$ cat config.mk
export PLATFORM = sky130hd
export DESIGN_NAME = gfx_bus_master
export DESIGN_NICKNAME = d
export VERILOG_FILES = /design/src/rtl/gfx_bus_pkg.sv /design/src/rtl/gfx_bus_cmd_fifo.sv /design/src/rtl/gfx_bus_master.sv
export SDC_FILE = /design/constraint.sdc
export NUM_CORES = 1
export LEC_CHECK = 0
export CELL_PAD_IN_SITES_DETAIL_PLACEMENT = 1
export CELL_PAD_IN_SITES_GLOBAL_PLACEMENT = 2
export CORE_MARGIN = 2
export CORE_UTILIZATION = 34
export CTS_CLUSTER_SIZE = 24
export DETAILED_ROUTE_END_ITERATION = 10
export GPL_ROUTABILITY_DRIVEN = 0
export PLACE_DENSITY_LB_ADDON = 0.1
export SYNTH_ARGS = -nofsm -noshare
export SYNTH_HDL_FRONTEND = slang
export SYNTH_SLANG_ARGS = --single-unit
$ cat constraint.sdc
create_clock -name clk -period 2.3 [get_ports clk]
set_clock_uncertainty 0.2 [all_clocks]
set_input_delay 0.23 -clock clk [delete_from_list [all_inputs] [get_ports clk]]
set_output_delay 0.23 -clock clk [all_outputs]
set_load 0.005 [all_outputs]
$ cat src/rtl/gfx_bus_pkg.sv
// Shared types and constants for the graphics adapter register-bus master.
// Used by gfx_bus_master, gfx_bus_cmd_fifo and the bench.
package gfx_bus_pkg;

    localparam int unsigned RS_W   = 4;
    localparam int unsigned DATA_W = 8;
    localparam int unsigned CMD_W  = 1 + RS_W + DATA_W;

    // Adapter register map.
    localparam logic [RS_W-1:0] REG_MODE    = 4'd0;
    localparam logic [RS_W-1:0] REG_DATA    = 4'd1;
    localparam logic [RS_W-1:0] REG_ADDR_LO = 4'd3;
    localparam logic [RS_W-1:0] REG_ADDR_HI = 4'd4;
    localparam logic [RS_W-1:0] REG_CMD     = 4'd5;

    typedef enum logic [1:0] {
        StIdle,
        StSetup,
        StStrobe,
        StHold
    } bus_state_e;

    typedef struct packed {
        logic              write;
        logic [RS_W-1:0]   rs;
        logic [DATA_W-1:0] data;
    } bus_cmd_t;

    // Terminal value of the 4-bit phase counter for a phase lasting cyc cycles.
    function automatic logic [3:0] phase_last(input int unsigned cyc);
        return 4'(cyc - 1);
    endfunction

endpackage

$ cat src/rtl/gfx_bus_cmd_fifo.sv
// Synchronous command FIFO with full/empty/count; power-of-two depth so the
// pointers wrap naturally.
module gfx_bus_cmd_fifo #(
    parameter int unsigned Depth = 4,
    parameter int unsigned Width = 13
) (
    input  logic                     clk,
    input  logic                     rst_n,
    input  logic                     push_i,
    input  logic                     pop_i,
    input  logic [Width-1:0]         wdata_i,
    output logic [Width-1:0]         rdata_o,
    output logic                     full_o,
    output logic                     empty_o,
    output logic [$clog2(Depth):0]   count_o
);

    localparam int unsigned   PtrW     = $clog2(Depth);
    localparam logic [PtrW:0] DepthCnt = (PtrW + 1)'(Depth);

    logic [Width-1:0] mem_q [Depth];
    logic [PtrW-1:0]  wr_ptr_q, wr_ptr_d;
    logic [PtrW-1:0]  rd_ptr_q, rd_ptr_d;
    logic [PtrW:0]    count_q, count_d;
    logic             do_push, do_pop;

    assign full_o  = (count_q == DepthCnt);
    assign empty_o = (count_q == '0);
    assign count_o = count_q;
    assign rdata_o = mem_q[rd_ptr_q];

    // Overflowing pushes and underflowing pops are ignored.
    assign do_push = push_i && !full_o;
    assign do_pop  = pop_i && !empty_o;

    always_comb begin
        wr_ptr_d = wr_ptr_q;
        rd_ptr_d = rd_ptr_q;
        count_d  = count_q;
        if (do_push) begin
            wr_ptr_d = wr_ptr_q + PtrW'(1);
        end
        if (do_pop) begin
            rd_ptr_d = rd_ptr_q + PtrW'(1);
        end
        unique case ({do_push, do_pop})
            2'b10:   count_d = count_q + (PtrW + 1)'(1);
            2'b01:   count_d = count_q - (PtrW + 1)'(1);
            default: count_d = count_q;
        endcase
    end

    always_ff @(posedge clk) begin
        if (!rst_n) begin
            wr_ptr_q <= '0;
            rd_ptr_q <= '0;
            count_q  <= '0;
        end else begin
            wr_ptr_q <= wr_ptr_d;
            rd_ptr_q <= rd_ptr_d;
            count_q  <= count_d;
        end
    end

    always_ff @(posedge clk) begin
        if (do_push) begin
            mem_q[wr_ptr_q] <= wdata_i;
        end
    end

endmodule

$ cat src/rtl/gfx_bus_master.sv
// Host-side initiator for the adapter's chip-select register bus: buffers commands and
// runs each as a SETUP/STROBE/HOLD cycle. Define GFXBUS_STATS_EN for write/read counters.
module gfx_bus_master
    import gfx_bus_pkg::*;
#(
    parameter int unsigned SETUP_CYC  = 2,
    parameter int unsigned STROBE_CYC = 4,
    parameter int unsigned HOLD_CYC   = 2,
    parameter int unsigned FIFO_DEPTH = 4
) (
    input  logic              clk,
    input  logic              rst_n,
    input  logic              cmd_valid,
    output logic              cmd_ready,
    input  logic              cmd_write,
    input  logic [RS_W-1:0]   cmd_rs,
    input  logic [DATA_W-1:0] cmd_data,
    output logic              rsp_valid,
    output logic [DATA_W-1:0] rsp_data,
`ifdef GFXBUS_STATS_EN
    output logic [15:0]       stat_wr_cnt,
    output logic [15:0]       stat_rd_cnt,
`endif
    output logic              busy,
    output logic              bus_cs_n,
    output logic [RS_W-1:0]   bus_rs,
    output logic              bus_wren_n,
    output logic              bus_strobe,
    output logic [DATA_W-1:0] bus_data_o,
    output logic              bus_data_oe,
    input  logic [DATA_W-1:0] bus_data_i
);

    if (SETUP_CYC == 0 || SETUP_CYC > 15) begin : g_bad_setup
        $error("SETUP_CYC must be in 1..15");
    end
    if (STROBE_CYC == 0 || STROBE_CYC > 15) begin : g_bad_strobe
        $error("STROBE_CYC must be in 1..15");
    end
    if (HOLD_CYC == 0 || HOLD_CYC > 15) begin : g_bad_hold
        $error("HOLD_CYC must be in 1..15");
    end
    if (FIFO_DEPTH < 2 || FIFO_DEPTH > 16 || (FIFO_DEPTH & (FIFO_DEPTH - 1)) != 0)
    begin : g_bad_depth
        $error("FIFO_DEPTH must be a power of two in 2..16");
    end

    localparam int unsigned CntW       = $clog2(FIFO_DEPTH) + 1;
    localparam logic [3:0]  SetupLast  = phase_last(SETUP_CYC);
    localparam logic [3:0]  StrobeLast = phase_last(STROBE_CYC);
    localparam logic [3:0]  HoldLast   = phase_last(HOLD_CYC);

    bus_state_e        state_q, state_d;
    logic [3:0]        phase_q, phase_d;
    bus_cmd_t          cmd_q, cmd_d;
    logic [DATA_W-1:0] rsp_data_q, rsp_data_d;

    bus_cmd_t          fifo_wdata;
    logic [CMD_W-1:0]  fifo_rdata;
    logic              fifo_push, fifo_pop;
    logic              fifo_full, fifo_empty;
    logic [CntW-1:0]   fifo_count;
    logic              strobe_last;

    assign cmd_ready  = !fifo_full;
    assign fifo_push  = cmd_valid && cmd_ready;
    assign fifo_wdata = '{write: cmd_write, rs: cmd_rs, data: cmd_data};

    gfx_bus_cmd_fifo #(
        .Depth (FIFO_DEPTH),
        .Width (CMD_W)
    ) u_cmd_fifo (
        .clk     (clk),
        .rst_n   (rst_n),
        .push_i  (fifo_push),
        .pop_i   (fifo_pop),
        .wdata_i (fifo_wdata),
        .rdata_o (fifo_rdata),
        .full_o  (fifo_full),
        .empty_o (fifo_empty),
        .count_o (fifo_count)
    );

    // Last STROBE cycle: the following edge samples read data and enters HOLD.
    assign strobe_last = (state_q == StStrobe) && (phase_q == StrobeLast);

    always_ff @(posedge clk) begin
        if (!rst_n) begin
            state_q    <= StIdle;
            phase_q    <= '0;
            cmd_q      <= '0;
            rsp_data_q <= '0;
        end else begin
            state_q    <= state_d;
            phase_q    <= phase_d;
            cmd_q      <= cmd_d;
            rsp_data_q <= rsp_data_d;
        end
    end

    always_comb begin
        state_d    = state_q;
        phase_d    = phase_q;
        cmd_d      = cmd_q;
        rsp_data_d = rsp_data_q;
        fifo_pop   = 1'b0;
        unique case (state_q)
            StIdle: begin
                if (!fifo_empty) begin
                    fifo_pop = 1'b1;
                    cmd_d    = bus_cmd_t'(fifo_rdata);
                    phase_d  = '0;
                    state_d  = StSetup;
                end
            end
            StSetup: begin
                if (phase_q == SetupLast) begin
                    phase_d = '0;
                    state_d = StStrobe;
                end else begin
                    phase_d = phase_q + 4'd1;
                end
            end
            StStrobe: begin
                if (strobe_last) begin
                    phase_d = '0;
                    state_d = StHold;
                    if (!cmd_q.write) begin
                        rsp_data_d = bus_data_i;
                    end
                end else begin
                    phase_d = phase_q + 4'd1;
                end
            end
            StHold: begin
                if (phase_q == HoldLast) begin
                    phase_d = '0;
                    state_d = StIdle;
                end else begin
                    phase_d = phase_q + 4'd1;
                end
            end
            default: begin
                phase_d = '0;
                state_d = StIdle;
            end
        endcase
    end

    // Address/data stay on the bus after a cycle; only the controls are released.
    always_comb begin
        bus_cs_n    = 1'b1;
        bus_wren_n  = 1'b1;
        bus_data_oe = 1'b0;
        bus_strobe  = 1'b0;
        rsp_valid   = 1'b0;
        unique case (state_q)
            StIdle: begin
            end
            StSetup, StStrobe, StHold: begin
                bus_cs_n    = 1'b0;
                bus_wren_n  = !cmd_q.write;
                bus_data_oe = cmd_q.write;
                bus_strobe  = (state_q == StStrobe);
                rsp_valid   = (state_q == StHold) && (phase_q == '0) && !cmd_q.write;
            end
            default: begin
            end
        endcase
    end

    assign bus_rs     = cmd_q.rs;
    assign bus_data_o = cmd_q.data;
    assign rsp_data   = rsp_data_q;
    assign busy       = (fifo_count != '0) || (state_q != StIdle);

`ifdef GFXBUS_STATS_EN
    logic [15:0] stat_wr_q, stat_rd_q;

    always_ff @(posedge clk) begin
        if (!rst_n) begin
            stat_wr_q <= '0;
            stat_rd_q <= '0;
        end else if (strobe_last) begin
            if (cmd_q.write) begin
                stat_wr_q <= stat_wr_q + 16'd1;
            end else begin
                stat_rd_q <= stat_rd_q + 16'd1;
            end
        end
    end

    assign stat_wr_cnt = stat_wr_q;
    assign stat_rd_cnt = stat_rd_q;
`endif

endmodule

==> results_dict.tcl, run 1 <==
set metrics [dict create \
    outcome "completed" \
    min_to "bus_data_o[5]" \
    port_buffers 50 \
    synthArstFlopShare_pct 0 \
    reg2reg_from "u_cmd_fifo.count_o[1]" \
    rows 37 \
    die_y_um 108 \
    grt_max_degree 27 \
    clock.fmax_mhz 438 \
    dp_hpwl_um 5170 \
    p_leak_nw 1.59 \
    cts_tree "done" \
    power_density_nw_per_um2 1040 \
    ys_seq_area_share_pct 61.4 \
    first_iter_violations 51 \
    power_w 0.00477 \
    syn-instance-count 266 \
    antenna_cells 0 \
    wire_per_inst_um 15.8 \
    multi_input_area_um2 1250 \
    grt_pass1_wl_um 11900 \
    whs_path_depth 2 \
    maxSlewHeadroom_pct 76.8 \
    drive_gt1_share_pct 20.3 \
    dr.pass1.iters 4 \
    worst_hold_path_type "reg -> reg" \
    wl_um 7360 \
    yosys_warnings 0 \
    syn-num-nets 304 \
    numCtsBuffers 9 \
    clk_pin_slew_ns 0.10 \
    slew_violations 0 \
    cts_hold_buf 0 \
    drcViolationCount 0 \
    clk_latency_ns 0.37 \
    r2r_cells 9 \
    timing.max_cap.violations 0 \
    arrival_ns 2.37 \
    r2r_end "u_cmd_fifo.count_o[2]" \
    cp.required_ns 2.39 \
    peakVddDrop_mv 0.402 \
    crit_path_start_kind "flip-flop" \
    overflow 0 \
    die_x_um 108 \
    vias_per_cell 4.68 \
    initial_utilization_pct 35.2 \
    grt_pass1_vias 2300 \
    synth_edf_count 52 \
    die_area_um2 11600 \
    ant_nets 0 \
    min_period_ns 2.28 \
    crit_type "reg -> reg" \
    synth_seq_cells 86 \
    synth.distinct_cells 36 \
    r2r_setup_slack_ns 0.02 \
    cp-end-kind "flip-flop" \
    ys.flop_type "edfxtp_1" \
    worst_pin_slew_ns 0.347 \
    nets 363 \
    area_delta_synth_final_pct 25.5 \
    cts_sinks 86 \
    hold_path_startpoint "bus_data_o[5]" \
    h-tree-depth 3 \
    io_pins 51 \
    clk_path_buf_depth 2 \
    timing.final.crit_share_pct 99.2 \
    core_area_um2 10400 \
    cts-root-buf "clkbuf_8" \
    setup_viol 0 \
    antenna_found_initial 0 \
    syn_area_um2 3650 \
    tns_ns 0 \
    regArea_um2 2250 \
    rsz0062_at_grt "true" \
    avgSynthCellArea_um2 13.7 \
    finalHoldViolCount 0 \
    grt_usage_pct 13.6 \
    dr_total_vias 2180 \
    num-fill-cells 1078 \
    critPathMaxFanout 2 \
]
power breakdown:
group / switching, W / total [W] / internal [W]
logic: 0.000789 / 0.00164 / 0.000856
registers: 0.000126 / 0.00204 / 0.00192
clock network: 0.000642 / 0.00108 / 0.000437
total: 0.00156 / 0.00477 / 0.00321
cell type report:
type	count	share of cell area, %
clock inverters	7	1.88
multi-input cells	144	27.2
clock buffers	9	2.70
flip-flops and latches	86	49.1
well taps	136	3.71
repair buffers	70	14.2
inverters	14	1.23
metrics by stage:
step	cell area (um2)	util (%)	hold slack [ns]	std cells	setup WS (ns)
detailed placement	4350	41.9	0.267	449	0.00816
global route	4580	44.2	0.277	466	-0.120
finish	4580	44.2	0.272	466	0.0177
global placement	4350	41.9	0.252	449	0.0437
CTS	4580	44.1	0.268	466	0.00277
floorplan	3680	-	0.129	266	0.0239
what timing repair did:
action / CTS / global route
setup endpoints to repair: 4 / 3
setup buffers: 1 / 0
resized for setup: 5 / 5
layer usage:
layer  GRT usage [%]  routed length [um]  up-vias
met2            21.9                3560       42
met4            4.67                  62        0
met3            3.75                 291        4
met5               0                   0        -
met1            17.5                3450     1076
li1                -                   -     1058
state kept, by name (all words and copies together), names as in the netlist:
| register | flops |
|---|---|
| u_cmd_fifo.wr_ptr_q | 2 |
| state_q | 2 |
| bus_rs | 4 |
| phase_q | 4 |
| bus_data_o | 8 |
| u_cmd_fifo.count_o | 3 |
| u_cmd_fifo.rd_ptr_q | 2 |
| rsp_data | 8 |
| u_cmd_fifo.mem_q | 52 |
| cmd_q | 1 |
cells in the mapped netlist, types with 2 or more instances:
cell      number  area, um2
buf_2          4       20.0
nor2b_1        8       50.1
nand3_1        7       35.0
and2_1         6       37.5
nand3b_1       3       22.5
a22o_1         2       17.5
and3_1         4       25.0
o21ai_0        5       25.0
inv_1         13       48.8
nand2b_1       4       25.0
nor3b_1        2       15.0
dfxtp_1       34        681
ha_1          13        163
nor2_1         2       7.51
nor3_1         3       15.0
mux4_2        13        293
buf_4         13       97.6
clkbuf_1       4       15.0
xor2_1         2       17.5
edfxtp_1      52       1560
xnor2_1        3       26.3
nand2_1       33        124
mux2i_1        9       90.1
a21boi_0      15        113
logic make-up after synthesis:
| group | synth area share, % |
|---|---|
| adder cells (fa/ha/maj) | 5.00 |
| AND/OR/NAND/NOR | 11.6 |
| flip-flops | 61.4 |
| multiplexers | 10.5 |
| buffers and inverters | 5.38 |
| AO/OA/AOI/OAI | 4.94 |
| XOR/XNOR | 1.20 |
layout by cell type, fill, tap and decap left out, types with 7 or more instances in the layout:
| master | count |
|---|---|
| a21boi_0 | 14 |
| buf_4 | 20 |
| clkbuf_8 | 9 |
| clkdlybuf4s50_1 | 49 |
| dfxtp_1 | 29 |
| edfxtp_1 | 52 |
| ha_1 | 10 |
| inv_1 | 9 |
| mux2i_1 | 9 |
| mux4_2 | 13 |
| nand2_1 | 33 |
| nand3_1 | 7 |
| nor2b_1 | 8 |
worst max-delay path by stage:
stage	start	end	slack [ns]
floorplan	u_cmd_fifo.count_o[1]	u_cmd_fifo.count_o[2]	0.02
global placement	u_cmd_fifo.count_o[1]	u_cmd_fifo.count_o[2]	0.04
detailed placement	cmd_valid	u_cmd_fifo.count_o[2]	0.008
CTS	u_cmd_fifo.count_o[1]	u_cmd_fifo.count_o[2]	0.003
global route	u_cmd_fifo.count_o[1]	u_cmd_fifo.count_o[2]	-0.12
finish	u_cmd_fifo.count_o[1]	u_cmd_fifo.count_o[2]	0.02
worst max-delay path, cell delays in order, from the launching register on:
cell      delay, ns
dfxtp_2        0.33
or3b_4         0.39
and2_4         0.16
inv_4          0.06
ha_4           0.12
inv_1          0.05
fa_2           0.33
xor2_1         0.17
or3_1          0.30
a21boi_1       0.12
Note: power is estimated with default switching activity, not from simulation.
==> run 2: changes to the inputs <==
CTS_CLUSTER_DIAMETER = 60   (was not set)
GPL_TIMING_DRIVEN = 0   (was not set)
==> run 2 against run 1 <==
Net effect:
- the run now ends with negative setup slack left
- setup slack worse by 0.12 ns
- sequential power up 2%
- clock-buffer cell count unchanged
- fmax down 5.1%
==> results_dict.tcl, run 2 (synthesis results as in run 1) <==
set metrics [dict create \
    outcome "finished, violations left" \
    violations "negative setup slack" \
    cts_tree "done" \
    r2r_cells 9 \
    multi_input_area_um2 1270 \
    dpl_cell_area_um2 4350 \
    p_leak_nw 1.63 \
    final_cells 474 \
    reg2reg_from "u_cmd_fifo.count_o[0]" \
    cts_sinks 86 \
    critPathMaxFanout 5 \
    wire_per_inst_um 15.5 \
    grt_usage_pct 14.0 \
    crit_type "reg -> reg" \
    layout_commonest_cell "edfxtp_1" \
    die_y_um 108 \
    cp.buffers_inverters 2 \
    timing.max_cap.violations 0 \
    arrival_ns 2.49 \
    whs_path_depth 2 \
    vias_per_cell 4.61 \
    clock.fmax_mhz 416 \
    initial_utilization_pct 35.2 \
    critPathTopFamily "simple AND/OR/NAND/NOR gates" \
    slowest_stage "or3b_4" \
    dr.pass1.iters 4 \
    io_pins 51 \
    grt_pass1_wl_um 12000 \
    wl_um 7350 \
    maxSlewHeadroom_pct 50.6 \
    h-tree-depth 3 \
    finish.utilization_pct 44.7 \
    final_area_um2 4640 \
    cts-root-buf "clkbuf_8" \
    grt_pass1_vias 2293 \
    setup_viol 1 \
    die_x_um 108 \
    cp-end-kind "flip-flop" \
    overflow 0 \
    worst_hold_path_type "reg -> reg" \
    max_stage_delay_ns 0.42 \
    rows 37 \
    die_area_um2 11600 \
    r2r_end "u_cmd_fifo.count_o[2]" \
    min_to "bus_data_o[5]" \
    min_period_ns 2.41 \
    cp.required_ns 2.38 \
    clk_latency_ns 0.36 \
    regArea_um2 2260 \
    worst_pin_slew_ns 0.742 \
    rsz0062_at_grt "true" \
    area_delta_synth_final_pct 27.0 \
    peakVddDrop_mv 0.364 \
    top_register "u_cmd_fifo.mem_q" \
    power_w 0.00486 \
    clk_path_buf_depth 2 \
    numCtsBuffers 9 \
    largest_reg_flops 52 \
    drive_gt1_share_pct 21.6 \
    ant_nets 0 \
    finalHoldViolCount 0 \
    dr_total_vias 2187 \
    r2r_setup_slack_ns -0.11 \
    path_cells "or3b_4 > and2_4 > inv_4 > ha_4 > inv_2 > fa_2 > xor2_2 > or3_1 > a21boi_1" \
    slew_violations 0 \
    port_buffers 50 \
    clk_pin_slew_ns 0.09 \
    setup_slack_ns -0.106 \
    antenna_found_initial 0 \
    placed_cells 452 \
    first_iter_violations 63 \
    nets 371 \
    crit_path_start_kind "flip-flop" \
    drcViolationCount 0 \
    cp_num_cells 9 \
    final_cell_mix "edfxtp_1 (52), clkdlybuf4s50_1 (48), nand2_1 (33), dfxtp_1 (29), buf_4 (19)" \
    antenna_cells 0 \
    grt_max_degree 17 \
    dp_hpwl_um 5000 \
    power_density_nw_per_um2 1050 \
    hold_path_startpoint "bus_data_o[5]" \
    cts_hold_buf 0 \
    num-fill-cells 1088 \
    timing.final.crit_share_pct 105 \
    core_area_um2 10400 \
]
## run 2: changes by cell type in the layout (fill, tap and decap cells not counted), moves of 3 or more
cell,before,now
dfxtp_2,5,2
dfxtp_4,0,3
buf_2,0,3
clkinv_8,3,0
clkbuf_1,0,4
## run 2: per-layer routing
layer | share of wire (%) | vias to the layer above | global-route usage [%]
li1 | - | 1067 | -
met2 | 48 | 44 | 22.3
met1 | 46 | 1065 | 17.7
met5 | 0 | - | 0
met4 | 1.7 | 0 | 5.22
met3 | 4.6 | 11 | 4.60
## run 2: what timing repair did
item,CTS,global route
gates resized for setup,14,7
setup endpoints to repair,5,4
setup buffers,5,1
pin swaps,1,0
## run 2: worst register-to-register path: stages (launching register included)
cell and delay [ns]:
dfxtp_4 0.37, or3b_4 0.42, and2_4 0.17, inv_4 0.06, ha_4 0.12, inv_2 0.03, fa_2 0.35, xor2_2 0.19
or3_1 0.31, a21boi_1 0.12
## run 2: per-stage QoR
| step | hold slack [ns] | worst slack, ns | TNS (ns) |
|---|---|---|---|
| after floorplan | 0.129 | 0.0239 | 0 |
| after global placement | 0.254 | -0.179 | -0.388 |
| after detailed placement | 0.260 | -0.227 | -0.512 |
| after CTS | 0.267 | -0.117 | -0.117 |
| after global routing | 0.286 | -0.202 | -0.202 |
| final | 0.268 | -0.106 | -0.106 |
## run 2: worst max-delay path by stage
stage	endpoint	startpoint	slack, ns
after floorplan	u_cmd_fifo.count_o[2]	u_cmd_fifo.count_o[1]	0.02
after global placement	u_cmd_fifo.count_o[2]	state_q[0]	-0.18
after detailed placement	u_cmd_fifo.count_o[2]	state_q[0]	-0.23
after CTS	u_cmd_fifo.count_o[2]	u_cmd_fifo.count_o[0]	-0.12
after global routing	u_cmd_fifo.count_o[2]	u_cmd_fifo.count_o[0]	-0.20
final	u_cmd_fifo.count_o[2]	u_cmd_fifo.count_o[0]	-0.11
## run 2: cell type report
class,instances,area share (%)
inverter,14,1.24
tap,136,3.67
sequential,86,48.7
multi-input combinational,144,27.4
clock buffer,9,2.67
timing repair buffer,56,11.8
buffer,22,3.32
clock inverter,7,1.24
## run 2: report_power, final
part	internal [W]	switching (W)	leakage, nW
Combinational	0.000982	0.000801	0.779
Sequential	0.00193	0.000152	0.757
Clock	0.000408	0.000589	0.0898
